File: config.mk
export PLATFORM = sky130hd
export DESIGN_NAME = hsid_element_feeder
export DESIGN_NICKNAME = d
export VERILOG_FILES = /design/src/rtl/hsid_element_feeder.sv
export SDC_FILE = /design/constraint.sdc
export NUM_CORES = 1
export LEC_CHECK = 0
export BUFFER_PORTS_ARGS = -buffer_cell sky130_fd_sc_hd__buf_2
export CAP_MARGIN = 20
export CELL_PAD_IN_SITES_DETAIL_PLACEMENT = 0
export CELL_PAD_IN_SITES_GLOBAL_PLACEMENT = 1
export CORE_ASPECT_RATIO = 0.6
export CORE_MARGIN = 4
export CORE_UTILIZATION = 25
export DETAILED_ROUTE_END_ITERATION = 6
export PLACE_DENSITY = 0.61
export SLEW_MARGIN = 20
export SYNTH_ARGS = -nofsm -noshare
export SYNTH_HDL_FRONTEND = slang
export SYNTH_SLANG_ARGS = --single-unit
File: constraint.sdc
create_clock -name clk -period 6.05 [get_ports clk]
set_input_delay 1.5125 -clock clk [delete_from_list [all_inputs] [get_ports clk]]
set_output_delay 1.5125 -clock clk [all_outputs]
set_load 0.05 [all_outputs]
File: src/rtl/hsid_element_feeder.sv
// hsid_element_feeder: streams pixel/library word pairs to the MSE datapath, one word per cycle per library vector.
// Optional build macro HSID_ELEMENT_FEEDER_ODD_MASK_EN zeroes the unused upper element of the last word when hsi_bands is odd.
package hsid_pkg;
  localparam int HSID_DATA_WIDTH        = 16;
  localparam int HSID_WORD_WIDTH        = 32;
  localparam int HSID_HSP_BANDS_WIDTH   = 8;
  localparam int HSID_HSP_LIBRARY_WIDTH = 6;
endpackage

module hsid_element_feeder
  import hsid_pkg::*;
#(
  parameter int WORD_WIDTH        = HSID_WORD_WIDTH,
  parameter int DATA_WIDTH        = HSID_DATA_WIDTH,
  parameter int HSP_BANDS_WIDTH   = HSID_HSP_BANDS_WIDTH,
  parameter int HSP_LIBRARY_WIDTH = HSID_HSP_LIBRARY_WIDTH
) (
  input  logic                                       clk,
  input  logic                                       rst_n,
  input  logic                                       clear,
  input  logic                                       start,
  input  logic [HSP_BANDS_WIDTH-1:0]                 hsi_bands,
  input  logic [HSP_LIBRARY_WIDTH-1:0]               library_size,
  output logic                                       pixel_rd_en,
  output logic [HSP_BANDS_WIDTH-1:0]                 pixel_rd_addr,
  input  logic [WORD_WIDTH-1:0]                      pixel_rd_data,
  output logic                                       lib_rd_en,
  output logic [HSP_BANDS_WIDTH+HSP_LIBRARY_WIDTH-1:0] lib_rd_addr,
  input  logic [WORD_WIDTH-1:0]                      lib_rd_data,
  output logic [WORD_WIDTH-1:0]                      element_a,
  output logic [WORD_WIDTH-1:0]                      element_b,
  output logic                                       element_valid,
  output logic                                       element_start,
  output logic                                       element_last,
  output logic [HSP_LIBRARY_WIDTH-1:0]               vctr_ref,
  output logic                                       busy,
  output logic                                       done
);
  localparam int BW = HSP_BANDS_WIDTH;
  localparam int LW = HSP_LIBRARY_WIDTH;
  localparam logic [BW:0]      B1X = 1;
  localparam logic [BW-1:0]    B1  = 1;
  localparam logic [LW-1:0]    L1  = 1;
  localparam logic [BW+LW-1:0] A1  = 1;
  localparam logic [WORD_WIDTH-1:0] LO_MASK = {{(WORD_WIDTH-DATA_WIDTH){1'b0}}, {DATA_WIDTH{1'b1}}};

  typedef enum logic [1:0] {IDLE, READ, DRAIN} state_t;

  state_t            state_q;
  logic              rd_q, done_q;
  logic [BW-1:0]     words_q, pix_q;
  logic [LW-1:0]     size_q, vec_q;
  logic [BW+LW-1:0]  lib_q;
  logic              p_vld_q, p_start_q, p_last_q, p_fin_q;
  logic [LW-1:0]     p_ref_q;
  logic              e_vld_q, e_start_q, e_last_q, e_fin_q;
  logic [LW-1:0]     e_ref_q;
  logic [WORD_WIDTH-1:0] e_a_q, e_b_q;
`ifdef HSID_ELEMENT_FEEDER_ODD_MASK_EN
  logic              odd_q;
`endif

  logic [BW:0]           bands_inc;
  logic [BW-1:0]         words_d;
  logic                  rd_last, rd_fin, empty, msk;
  logic [WORD_WIDTH-1:0] a_d, b_d;

  always_comb begin
    // widen before the +1 so the maximum band count does not wrap
    bands_inc = {1'b0, hsi_bands} + B1X;
    words_d   = bands_inc[BW:1];
    empty     = (hsi_bands == '0) || (library_size == '0);
    rd_last   = pix_q == (words_q - B1);
    rd_fin    = rd_last && (vec_q == (size_q - L1));
`ifdef HSID_ELEMENT_FEEDER_ODD_MASK_EN
    msk       = odd_q && p_last_q;
`else
    msk       = 1'b0;
`endif
    a_d       = msk ? (pixel_rd_data & LO_MASK) : pixel_rd_data;
    b_d       = msk ? (lib_rd_data & LO_MASK) : lib_rd_data;
  end

  always_ff @(posedge clk or negedge rst_n) begin
    if (!rst_n) begin
      state_q <= IDLE;
      rd_q    <= 1'b0;
      done_q  <= 1'b0;
      words_q <= '0;
      size_q  <= '0;
      pix_q   <= '0;
      vec_q   <= '0;
      lib_q   <= '0;
`ifdef HSID_ELEMENT_FEEDER_ODD_MASK_EN
      odd_q   <= 1'b0;
`endif
    end else if (clear) begin
      state_q <= IDLE;
      rd_q    <= 1'b0;
      done_q  <= 1'b0;
      pix_q   <= '0;
      vec_q   <= '0;
      lib_q   <= '0;
    end else begin
      case (state_q)
        IDLE: begin
          done_q <= start && empty;
          if (start && !empty) begin
            state_q <= READ;
            rd_q    <= 1'b1;
            words_q <= words_d;
            size_q  <= library_size;
            pix_q   <= '0;
            vec_q   <= '0;
            lib_q   <= '0;
`ifdef HSID_ELEMENT_FEEDER_ODD_MASK_EN
            odd_q   <= hsi_bands[0];
`endif
          end
        end
        READ: begin
          pix_q <= rd_last ? '0 : pix_q + B1;
          vec_q <= rd_last ? vec_q + L1 : vec_q;
          lib_q <= lib_q + A1;
          if (rd_fin) begin
            state_q <= DRAIN;
            rd_q    <= 1'b0;
          end
        end
        DRAIN: begin
          if (e_fin_q) begin
            state_q <= IDLE;
            done_q  <= 1'b1;
          end
        end
        default: state_q <= IDLE;
      endcase
    end
  end

  // p_* tracks the read issued last cycle, aligned with the returning memory data
  always_ff @(posedge clk or negedge rst_n) begin
    if (!rst_n) begin
      p_vld_q   <= 1'b0;
      p_start_q <= 1'b0;
      p_last_q  <= 1'b0;
      p_fin_q   <= 1'b0;
      p_ref_q   <= '0;
      e_vld_q   <= 1'b0;
      e_start_q <= 1'b0;
      e_last_q  <= 1'b0;
      e_fin_q   <= 1'b0;
      e_ref_q   <= '0;
      e_a_q     <= '0;
      e_b_q     <= '0;
    end else if (clear) begin
      p_vld_q   <= 1'b0;
      p_start_q <= 1'b0;
      p_last_q  <= 1'b0;
      p_fin_q   <= 1'b0;
      e_vld_q   <= 1'b0;
      e_start_q <= 1'b0;
      e_last_q  <= 1'b0;
      e_fin_q   <= 1'b0;
    end else begin
      p_vld_q   <= rd_q;
      p_start_q <= rd_q && (pix_q == '0);
      p_last_q  <= rd_q && rd_last;
      p_fin_q   <= rd_q && rd_fin;
      p_ref_q   <= vec_q;
      e_vld_q   <= p_vld_q;
      e_start_q <= p_start_q;
      e_last_q  <= p_last_q;
      e_fin_q   <= p_fin_q;
      if (p_vld_q) begin
        e_a_q   <= a_d;
        e_b_q   <= b_d;
        e_ref_q <= p_ref_q;
      end
    end
  end

  assign pixel_rd_en   = rd_q;
  assign lib_rd_en     = rd_q;
  assign pixel_rd_addr = pix_q;
  assign lib_rd_addr   = lib_q;
  assign element_a     = e_a_q;
  assign element_b     = e_b_q;
  assign element_valid = e_vld_q;
  assign element_start = e_start_q;
  assign element_last  = e_last_q;
  assign vctr_ref      = e_ref_q;
  assign busy          = state_q != IDLE;
  assign done          = done_q;
endmodule

# --- After elaboration in Yosys (flattened, before gate mapping) ---
# Cells that the tools add are included.
classes:
  n_addsub: 6
  eq_ne: 8
  mux: 31
  bitwise: 1
  n_reduce_logical: 22
ops:
  columns: ["cell", "count"]
  rows:
  - ["14-bit 2-to-1 mux", 2]
  - ["14-bit one-hot mux with 2 select lines", 1]
  - ["8-bit 2-to-1 mux", 3]
  - ["6-bit 2-to-1 mux", 3]
  - ["8-bit zero test", 2]
  - ["8-bit one-hot mux with 2 select lines", 1]
  - ["14-bit by 1-bit adder with 14-bit output, second input constant", 1]
  - ["1-bit 2-to-1 mux", 13]
  - ["3-bit inequality test, second input constant", 4]
  - ["6-bit one-hot mux with 2 select lines", 1]
  - ["3-bit AND reduction", 4]
  - ["8-bit by 1-bit adder with 9-bit output, second input constant", 1]
  - ["8-bit by 1-bit adder with 8-bit output, second input constant", 1]
  - ["8-bit == test", 1]
  - ["2-bit 2-to-1 mux", 4]
  - ["8-bit by 1-bit subtractor with 8-bit output, second input constant", 1]
  - ["6-bit by 1-bit adder with 6-bit output, second input constant", 1]
  - ["6-bit == test", 1]
  - ["1-bit logical AND", 6]
  - ["6-bit zero test", 1]
  - ["2-bit one-hot mux with 3 select lines", 1]
  - ["2-bit AND reduction", 3]
  - ["3-bit nonzero test", 2]
  - ["6-bit by 1-bit subtractor with 6-bit output, second input constant", 1]
  - ["other kinds (8)", 9]
word_totals:
  reg_bits: 130
  input_bits: 82
  out_inout_bits: 99
  elab_cells: 88

# --- Longest topological paths before layout ---
# Gate-level depths: netlist (run 1).
depth:
  depth_word: 7
  depth_mapped: 9
  ltp_nobuf: 8

# --- Worst setup path before layout (run 1) ---
# No wires, ideal clock.
synth_timing:
  path_kind: "input to register"
  startpoint: "input port hsi_bands[0]"
  endpoint: "register size_q[1]"
  setup_time_ns: 0.125
  t_arrival_ns: 3.280
  t_required_ns: 5.925
  setup_slack_ns: 2.645
  cell_stages: 8
  n_path_buf: 2
  path_cell_list: "inv_1 > ha_1 > or4b_2 > o221ai_1 > or3_1 > buf_2 > buf_2 > mux2_2"
synth_between:
  elab_chain_len: 5
synth_lines:
  columns: ["item", "line", "source"]
  rows:
  - ["start: declaration", "22", "input logic [HSP_BANDS_WIDTH-1:0] hsi_bands,"]
  - ["8-bit zero test", "72", "empty = (hsi_bands == '0) || (library_size == '0);"]
  - ["1-bit logical OR", "72", null]
  - ["1-bit zero test", "108", "if (start && !empty) begin"]
  - ["1-bit logical AND", "108", null]
  - ["3-bit AND reduction (no source line)", null, null]
  - ["end signal: assignment", "112", "size_q <= library_size;"]
  - ["end: declaration", "52", "logic [LW-1:0] size_q, vec_q;"]
# No other way between the ends.
# A chain may end at the register's enable or synchronous reset.

# --- Worst setup path in the final report (run 1) ---
layout_timing:
  startpoint: "input port hsi_bands[0]"
  endpoint: "register words_q[0]"
layout_between:
  elab_chain_len: 5
  word_cells_on_any_way: 6
  classes_between: "add/sub (1); reduce/logical (5)"
layout_lines:
  columns: ["item", "line", "source"]
  rows:
  - ["branches (longest 5 deep; another with 8-bit by 1-bit adder with 9-bit output)", null, null]
  - ["end signal: assignment", "111", "words_q <= words_d;"]
  - ["end: declaration", "51", "logic [BW-1:0] words_q, pix_q;"]
# Several ways; the timed one is not identified.

==> results.py, run 1 <==
metrics = {
    "setup_path": {
        "start_kind": "primary input",
        "slowest_stage": "or3_1",
        "cp_max_fo": 23,
        "timing.critical_path.buf_inv": 2,
        "max_stage_delay_ps": 650,
        "path_delay_family": "simple AND/OR/NAND/NOR gates",
        "critPathRequiredTime_ps": 6360,
        "path_class": "primary input to flop",
        "worst_ep_arrival_time_ps": 3780,
        "end_kind": "flop",
        "path_cells": "buf_2, inv_1, ha_1, or4b_2, o221ai_1, or3_1, mux2_2",
    },
    "clock_tree": {
        "numClockSinks": 130,
        "hold_buffers": 0,
        "ctsResizeCount": 0,
        "clk_latency_ps": 420,
        "htree_levels": 4,
        "cts_root_buf": "clkbuf_16",
        "cts_setup_buffers": 0,
        "clk_pin_slew_ps": 60,
        "tritoncts": "built",
        "clockBufferDepth": 2,
        "cts_buffers": 17,
    },
    "place": {
        "io_buffers": 180,
        "dp_hpwl_mm": 11.4,
        "routabilityCongestion": 0.794,
    },
    "routing": {
        "wl_mm": 15.3,
        "drcViolationCount": 0,
        "vias_per_cell": 4.45,
        "dr.first_iter.drc_count": 200,
        "drt_pass1_iterations": 4,
        "vias": 4398,
        "wl_per_cell_um": 15.5,
        "ant_nets": 0,
    },
    "power_and_ir_drop": {
        "peakVddDrop_uv": 274,
        "leakage_nw": 3.65,
        "power_mw": 3.34,
        "pwr_density_cell_nw_per_um2": 435,
    },
    "yosys": {
        "async_reset_ff_frac": 1.00,
        "synth_seq_cells": 130,
        "ys_warn_count": 0,
        "seq_area_frac_synth": 0.560,
        "syn_area_um2": 5810,
        "synth.distinct_cells": 53,
        "synthCells": 490,
        "syn_nets": 580,
        "ys.flop_type": "dfrtp_1",
        "synth-edff-count": 0,
        "syn_avg_cell_area_um2": 11.9,
    },
    "global_routing": {
        "grtUsageTotal": 0.121,
        "grt_max_degree": 84,
        "antenna_found_initial": 0,
        "first_global_vias": 4574,
        "grt_pass1_wl_mm": 24.5,
        "overflow": 0,
    },
    "layout": {
        "final_nets": 757,
        "seq_area_um2": 3250,
        "nFillCells": 2249,
        "drive_above_1_share": 0.451,
        "num_antenna_cells": 0,
        "area_growth_syn_to_layout_pct": 32.3,
        "multiInputGateArea_um2": 2390,
    },
    "sta": {
        "tightest_slew_ps": 894,
        "finClkSkew_ps": 5.77,
        "slew_headroom": 0.404,
        "fin_crit_ps": 3470,
        "fin_crit_sh": 0.574,
        "max_freq_ghz": 0.288,
        "grt_setup_unrepaired": "false",
        "slew_violations": 0,
        "setup_tns_ps": 0,
        "report.final.hold_viol_count": 0,
        "setup_viol": 0,
    },
    "floorplanning": {
        "coreArea_um2": 22400,
        "ios": 181,
        "dieArea_um2": 25800,
        "die_h_um": 126,
        "initial_core_util": 0.259,
        "die_w_um": 205,
        "rows": 42,
    },
    "run": {
        "cap_violations": 0,
    },
    "outcome": {
        "status": "completed",
    },
    "min_path": {
        "hp-class": "flop to flop",
    },
}
[cells in the mapped netlist (5+ instances only)]
cell type / n / area [um2]
xnor2_1: 10 / 87.6
nor3_1: 6 / 30.0
inv_1: 20 / 75.1
nand3_1: 13 / 65.1
nand4_1: 10 / 62.6
or4_1: 5 / 37.5
ha_1: 8 / 100
mux2_2: 78 / 878
nand2_1: 33 / 124
o21ai_0: 31 / 155
a21oi_1: 12 / 60.1
xor2_1: 20 / 175
or3_1: 5 / 31.3
and3_1: 8 / 50.1
clkbuf_1: 19 / 71.3
nor2_1: 23 / 86.3
dfrtp_1: 130 / 3250
[cell usage in the layout, fill, tap and decap left out, drive strengths merged, types with 5 or more instances in the layout]
| master | synthesis | layout |
|---|---|---|
| a21oi | 13 | 13 |
| nand3 | 13 | 13 |
| nand4 | 10 | 10 |
| nand2 | 33 | 33 |
| inv | 20 | 23 |
| and3 | 8 | 8 |
| or4 | 5 | 5 |
| ha | 8 | 8 |
| nor3 | 6 | 6 |
| nor2 | 23 | 23 |
| bufinv | 0 | 5 |
| mux2 | 78 | 78 |
| or3 | 5 | 5 |
| dfrtp | 130 | 130 |
| buf | 6 | 183 |
| clkbuf | 19 | 17 |
| xnor2 | 10 | 10 |
| xor2 | 20 | 20 |
| o21ai | 32 | 32 |
[report_power, final]
group / internal (mW) / switching (mW)
sequential: 1.04 / 0.104
clock: 0.735 / 0.403
combinational: 0.293 / 0.765
total: 2.07 / 1.27
[state kept, by name (all words and copies together), names as in the netlist, 2 cells and up]
name and flops:
element_a 32, element_b 32, lib_rd_addr 14, pixel_rd_addr 8, words_q 8, p_ref_q 6
size_q 6, vctr_ref 6, vec_q 6, state_q 2
[per-stage QoR]
| stage | setup slack [ps] | instances | utilization | instance area [um2] | hold slack, ps |
|---|---|---|---|---|---|
| detailed placement | 2090 | 956 | 0.313 | 7030 | 463 |
| finish | 2580 | 988 | 0.343 | 7690 | 471 |
| floorplan | 2650 | 490 | - | 5810 | 439 |
| global placement | 2150 | 956 | 0.313 | 7030 | 455 |
| global route | 2390 | 988 | 0.343 | 7690 | 487 |
| CTS | 2560 | 988 | 0.343 | 7690 | 477 |
[cell type report]
| cell class | count | share of cell area |
|---|---|---|
| clock buffers | 17 | 0.0553 |
| clock inverters | 15 | 0.0299 |
| inverters | 20 | 0.00976 |
| multi-input cells | 315 | 0.311 |
| flip-flops and latches | 130 | 0.423 |
| well taps | 308 | 0.0501 |
| repair buffers | 183 | 0.121 |
[final timing paths]
check	start	to	slack, ps	cells past startpoint
min	p_last_q	element_last	470	1
min reg2reg	p_last_q	element_last	470	1
max	hsi_bands[0]	words_q[0]	2580	7
min in group asynchronous	rst_n	pixel_rd_addr[6]	1120	1
max in group asynchronous	rst_n	element_b[17]	3840	2
max reg2reg	words_q[1]	lib_rd_en	3520	8
[per-layer routing]
layer / vias to the layer above / global-route usage / wire, um
met3: 14 / 0.0401 / 1160
met2: 144 / 0.168 / 6270
met4: 0 / 0.0457 / 266
met5: - / 0 / 0
met1: 2144 / 0.176 / 7630
li1: 2096 / - / -
[logic make-up (layout without fill, tap and decap cells)]
family,count (synthesis),count (layout),share of synthesized area
DFF,130,130,0.560
xor gates and xnor gates,30,30,0.0452
muxes,78,78,0.151
buffers and inverters,45,235,0.0306
AOI/OAI and AO/OA,72,72,0.0814
adders and majority gates,8,8,0.0172
and+or+nand+nor,127,127,0.115
Power figures use the tool's default switching activity.
==> inputs of run 2 (changes only) <==
Settings changed: ABC_AREA set to 1, PLACE_DENSITY 0.61 to 0.63.
Clock period 6.05 ns to 3.45 ns, I/O delays scaled along.
==> run 2 against run 1 <==
Clock power is 69% higher. Largest power group is now combinational cells. First-iteration DRC count is 92% higher. Sequential power is 97% higher. Flip-flop and latch count stayed put. Die area is 5.0% higher. Sequential share of layout area is 1.7 points lower.
==> results.py, run 2 <==
metrics = {
    "yosys": {
        "syn_avg_cell_area_um2": 7.95,
        "synth_top_area_cell": "dfrtp_1",
        "synth.distinct_cells": 33,
        "ys.flop_type": "dfrtp_1",
        "synth-edff-count": 0,
        "post-synth-top-count-cell": "nand2_1",
        "synth_seq_cells": 130,
        "async_reset_ff_frac": 1.00,
        "syn_area_um2": 6120,
        "seq_area_frac_synth": 0.532,
        "synthCells": 770,
        "synth_area_leaders": "dfrtp_1 53%, nand2_1 21%, inv_1 4.2%, nand3_1 3.4%, nor2_1 2.8%",
        "synth_top_area_share": 0.532,
        "synth_common_cells": "335 x nand2_1, 130 x dfrtp_1, 69 x inv_1",
        "ys_warn_count": 0,
        "syn_nets": 860,
    },
    "clock_tree": {
        "htree_levels": 4,
        "ctsResizeCount": 0,
        "cts_root_buf": "clkbuf_16",
        "cts_setup_buffers": 0,
        "numClockSinks": 130,
        "clockBufferDepth": 2,
        "hold_buffers": 0,
        "tritoncts": "built",
        "clk_pin_slew_ps": 60,
        "clk_latency_ps": 420,
        "cts_buffers": 17,
    },
    "floorplanning": {
        "dieArea_um2": 27100,
        "die_w_um": 210,
        "initial_core_util": 0.254,
        "ios": 181,
        "die_h_um": 129,
        "rows": 44,
        "coreArea_um2": 24100,
    },
    "power_and_ir_drop": {
        "pwr_density_cell_nw_per_um2": 911,
        "internal_power_mw": 3.86,
        "combPwrFrac": 0.425,
        "clkPwrFrac": 0.264,
        "peakVddDrop_uv": 308,
        "leakage_nw": 4.35,
        "p_sw_mw": 3.44,
        "swShare": 0.471,
        "p_seq_frac": 0.310,
    },
    "outcome": {
        "status": "completed",
    },
    "sta": {
        "tightest_slew_ps": 770,
        "slew_headroom": 0.487,
        "setup_tns_ps": 0,
        "slew_violations": 0,
        "hold_ws_ps": 452,
        "max_freq_ghz": 0.436,
        "fin_crit_sh": 0.665,
        "finClkSkew_ps": 8.66,
        "report.final.hold_viol_count": 0,
        "grt_setup_unrepaired": "false",
        "fin_crit_ps": 2290,
        "setup_viol": 0,
    },
    "global_routing": {
        "grtUsageTotal": 0.136,
        "overflow": 0,
        "grt_pass1_wl_mm": 29.2,
        "grt_max_degree": 72,
        "antenna_found_initial": 0,
        "first_global_vias": 5235,
    },
    "setup_path": {
        "path_class": "primary input to flop",
        "crit_top_cell": "nand2_1",
        "r2r_start": "words_q[0]",
        "end_kind": "flop",
        "start_kind": "primary input",
        "cp_max_fo": 17,
        "path_cells": "buf_2, nor3_1, nand4_1, nand3_1, nand2_1, nand2_1, inv_4, nand2_4, nand2_1, nor2_1",
        "setup.worst_path.start": "hsi_bands[6]",
        "slowest_stage": "nand2_1",
        "max_stage_delay_ps": 510,
        "reg2reg_slack_ps": 1340,
        "worst_ep_arrival_time_ps": 2650,
        "critPathRequiredTime_ps": 3800,
    },
    "place": {
        "dp_hpwl_mm": 13.5,
        "io_buffers": 180,
        "routabilityCongestion": 0.790,
    },
    "layout": {
        "nFillCells": 2612,
        "area_growth_syn_to_layout_pct": 31.0,
        "num_antenna_cells": 0,
        "final_nets": 1043,
        "drive_above_1_share": 0.251,
        "final_common_cell": "nand2_1",
        "final_cell_mix": "334 x nand2_1, 179 x buf_2, 130 x dfrtp_1",
    },
    "min_path": {
        "hp-class": "primary input to asynchronous set/reset pin",
    },
    "routing": {
        "wl_mm": 18.4,
        "vias": 5455,
        "ant_nets": 0,
        "drt-met1-wl_mm": 9.79,
        "drcViolationCount": 0,
        "dr.first_iter.drc_count": 384,
        "top_layer_used": "met4",
        "drt_pass1_iterations": 4,
        "vias_per_cell": 4.24,
        "wl_per_cell_um": 14.3,
        "wl_met2_mm": 7.31,
        "met3_length_mm": 1.10,
    },
    "run": {
        "cap_violations": 0,
    },
}
[run 2: final timing paths]
path,endpoint,depth (start not counted)
max,pixel_rd_addr[6],10
min,element_b[0],1
max reg2reg,vec_q[1],13
min reg2reg,element_b[11],2
max in group asynchronous,element_a[9],2
min in group clk,element_b[11],2
[run 2: per-stage QoR]
step                      utilization  instance area, um2  cells  power, mW  setup WS [ps]
after floorplan                     -                6120    770       4.60           1380
after global placement          0.307                7400   1256       5.42            781
after detailed placement        0.307                7400   1256       5.43            713
after CTS                       0.333                8020   1288       7.41           1160
after global routing            0.333                8020   1288       7.76            911
final                           0.333                8020   1288       7.30           1160
[run 2: cells by family after synthesis]
group,Yosys count,synth area share
and+or+nand+nor,454,0.303
DFF,130,0.532
buffers and inverters,99,0.0646
AOI/OAI and AO/OA,60,0.0573
xor gates and xnor gates,19,0.0272
adders and majority gates,8,0.0164
[run 2: layer usage]
layer | GRT usage | vias to the layer above
li1 | - | 2780
met1 | 0.211 | 2543
met2 | 0.183 | 122
met3 | 0.0414 | 10
met4 | 0.0334 | 0
met5 | 0 | -
[run 2: cell type report]
type / instances / area [um2] / share of cell area
clock inverter: 15 / 196 / 0.0245
clock buffer: 17 / 425 / 0.0531
inverter: 74 / 280 / 0.0350
sequential: 130 / 3250 / 0.406
tap: 322 / 403 / 0.0502
multi-input combinational: 541 / 2470 / 0.308
timing repair buffer: 189 / 987 / 0.123
[run 2: power groups by stage]
stage               combinational [mW]  sequential (mW)  clock (mW)
finish                            3.11             2.26        1.93
detailed placement                3.14             2.29           0
global route                      3.35             2.33        2.08
CTS                               3.14             2.27        2.00
global placement                  3.14             2.29           0
floorplan                        0.937             3.66           0
[run 2: critical path, delay by kind of cell]
kind / cells / cell delay (ps)
buffers and inverters: 2 / 280
AND/OR/NAND/NOR: 8 / 1490
==> inputs of run 3 (changes only) <==
Settings changed: ABC_AREA 1 to 0.
Clock period 3.45 ns to 2.04 ns, I/O delays scaled along.
==> run 3 against run 2 <==
The run now ends with setup timing left. Final cell count shrank 19%. Total power grew 35%. Via count shrank 18%. Sequential share of layout area shrank 1.5 points. Routed wire length shrank 14%. Clock skew is essentially flat. Flip-flop and latch count is the same. Utilization grew 4.0 points. Clock power grew 59%.
==> results.py, run 3 (synthesis gave the netlist of run 1 again) <==
metrics = {
    "sta": {
        "slew_headroom": 0.706,
        "setup_tns_ps": -3420,
        "fin_crit_ps": 2300,
        "slew_violations": 0,
        "fin_crit_sh": 1.13,
        "max_freq_ghz": 0.434,
        "tightest_slew_ps": 441,
        "setup_ws_ps": -262,
        "report.final.hold_viol_count": 0,
        "setup_viol": 19,
        "finClkSkew_ps": 8.97,
        "hold_ws_ps": 320,
        "grt_setup_unrepaired": "true",
    },
    "layout": {
        "fin_cells": 1047,
        "drive_above_1_share": 0.535,
        "final_nets": 816,
        "area_growth_syn_to_layout_pct": 43.7,
        "final_common_cell": "buf_2",
        "design_area_um2": 8350,
        "num_antenna_cells": 0,
        "final_cell_mix": "179 x buf_2, 124 x dfrtp_1, 77 x mux2_2",
    },
    "setup_path": {
        "path_class": "flop to flop",
        "start_kind": "flop",
        "end_kind": "flop",
        "worst_ep_arrival_time_ps": 2640,
        "reg2reg_slack_ps": -260,
        "cp_max_fo": 5,
        "critPathRequiredTime_ps": 2370,
        "rr_worst_depth": 9,
        "reg2reg_to": "vec_q[3]",
        "r2r_start": "words_q[1]",
    },
    "outcome": {
        "status": "finished with violations",
        "violations": "setup timing",
    },
    "global_routing": {
        "grt_max_degree": 47,
        "first_global_vias": 4593,
        "grt_pass1_wl_mm": 24.9,
        "antenna_found_initial": 0,
        "grtUsageTotal": 0.124,
        "overflow": 0,
    },
    "clock_tree": {
        "htree_levels": 4,
        "numClockSinks": 130,
        "cts_root_buf": "clkbuf_16",
        "cts_buffers": 17,
        "clk_latency_ps": 420,
        "tritoncts": "built",
        "clk_pin_slew_ps": 60,
        "clockBufferDepth": 2,
    },
    "floorplanning": {
        "die_w_um": 205,
        "ios": 181,
        "die_h_um": 126,
        "coreArea_um2": 22400,
        "initial_core_util": 0.259,
        "rows": 42,
        "dieArea_um2": 25800,
    },
    "place": {
        "io_buffers": 180,
        "placed_cell_area_um2": 7560,
        "dp_hpwl_mm": 11.7,
        "dp.cells": 1009,
        "routabilityCongestion": 0.772,
    },
    "min_path": {
        "min_from": "lib_rd_data[12]",
        "worstHoldPathCells": 2,
        "hold-path-endpoint": "element_b[12]",
        "hp-class": "primary input to flop",
    },
    "routing": {
        "wl_mm": 15.8,
        "dr.first_iter.drc_count": 169,
        "wl_per_cell_um": 15.1,
        "drcViolationCount": 0,
        "drt_pass1_iterations": 4,
        "vias": 4497,
        "vias_per_cell": 4.30,
        "ant_nets": 0,
    },
    "power_and_ir_drop": {
        "peakVddDrop_uv": 568,
        "pwr_density_cell_nw_per_um2": 1180,
        "leakage_nw": 3.96,
        "power_mw": 9.88,
    },
    "run": {
        "cap_violations": 0,
    },
}
## run 3: changes by cell type in the layout (fill, tap and decap cells not counted), moves of 28 or more
cell     change
nand2_1    -301
nor2_1      -28
nand3_1     -29
buf_4       +41
inv_1       -53
mux2_2      +77
## run 3: worst max-delay path, cell delays in order, from the launching register on
cell and delay, ps:
dfrtp_1 420, inv_2 100, ha_4 140, nor3b_4 220
nand3_1 110, a211oi_2 300, buf_4 180, o2111ai_4 150
or4_4 520, o221ai_2 70
## run 3: power by group
part	switching (mW)	internal (mW)	total [mW]
Sequential	0.282	3.09	3.38
Clock	1.17	1.89	3.06
Combinational	2.38	1.06	3.44
Total	3.83	6.05	9.88
## run 3: worst max path at each step
stage	cells past startpoint	startpoint	to
after floorplan	6	pixel_rd_addr[7]	lib_rd_en
after global placement	8	hsi_bands[1]	size_q[0]
after detailed placement	8	hsi_bands[1]	size_q[3]
after CTS	9	words_q[0]	vec_q[3]
after global routing	9	words_q[1]	vec_q[3]
final	9	words_q[1]	vec_q[3]
## run 3: timing repair
| action | 4_1_cts | 5_1_grt |
|---|---|---|
| pin swaps | 2 | 12 |
| hold buffers | 1 | 0 |
| endpoints found under the setup margin | 16 | 19 |
| hold endpoints to repair | 27 | 0 |
| setup buffers | 2 | 5 |
| resized for setup | 9 | 25 |
## run 3: area by class of cell
| type | instances | area (um2) |
|---|---|---|
| Inverter | 20 | 92.6 |
| Tap cell | 308 | 385 |
| Clock inverter | 12 | 131 |
| Multi-Input combinational cell | 315 | 2540 |
| Timing Repair Buffer | 242 | 1470 |
| Clock buffer | 20 | 467 |
| Sequential cell | 130 | 3260 |
| Fill cell | 2259 | 14100 |
## run 3: routing by layer
metal  up-vias  share of wire  global-route usage
met5         -              0                   0
met4         0          0.018              0.0476
met3        18          0.076              0.0468
met2       114           0.40               0.162
met1      2163           0.51               0.182
li1       2202              -                   -
## run 3: per-stage QoR
stage | util | worst slack, ps
2_1_floorplan | - | -208
3_3_place_gp | 0.337 | -203
3_5_place_dp | 0.337 | -233
4_1_cts | 0.367 | -188
5_1_grt | 0.372 | -407
6_report | 0.372 | -262
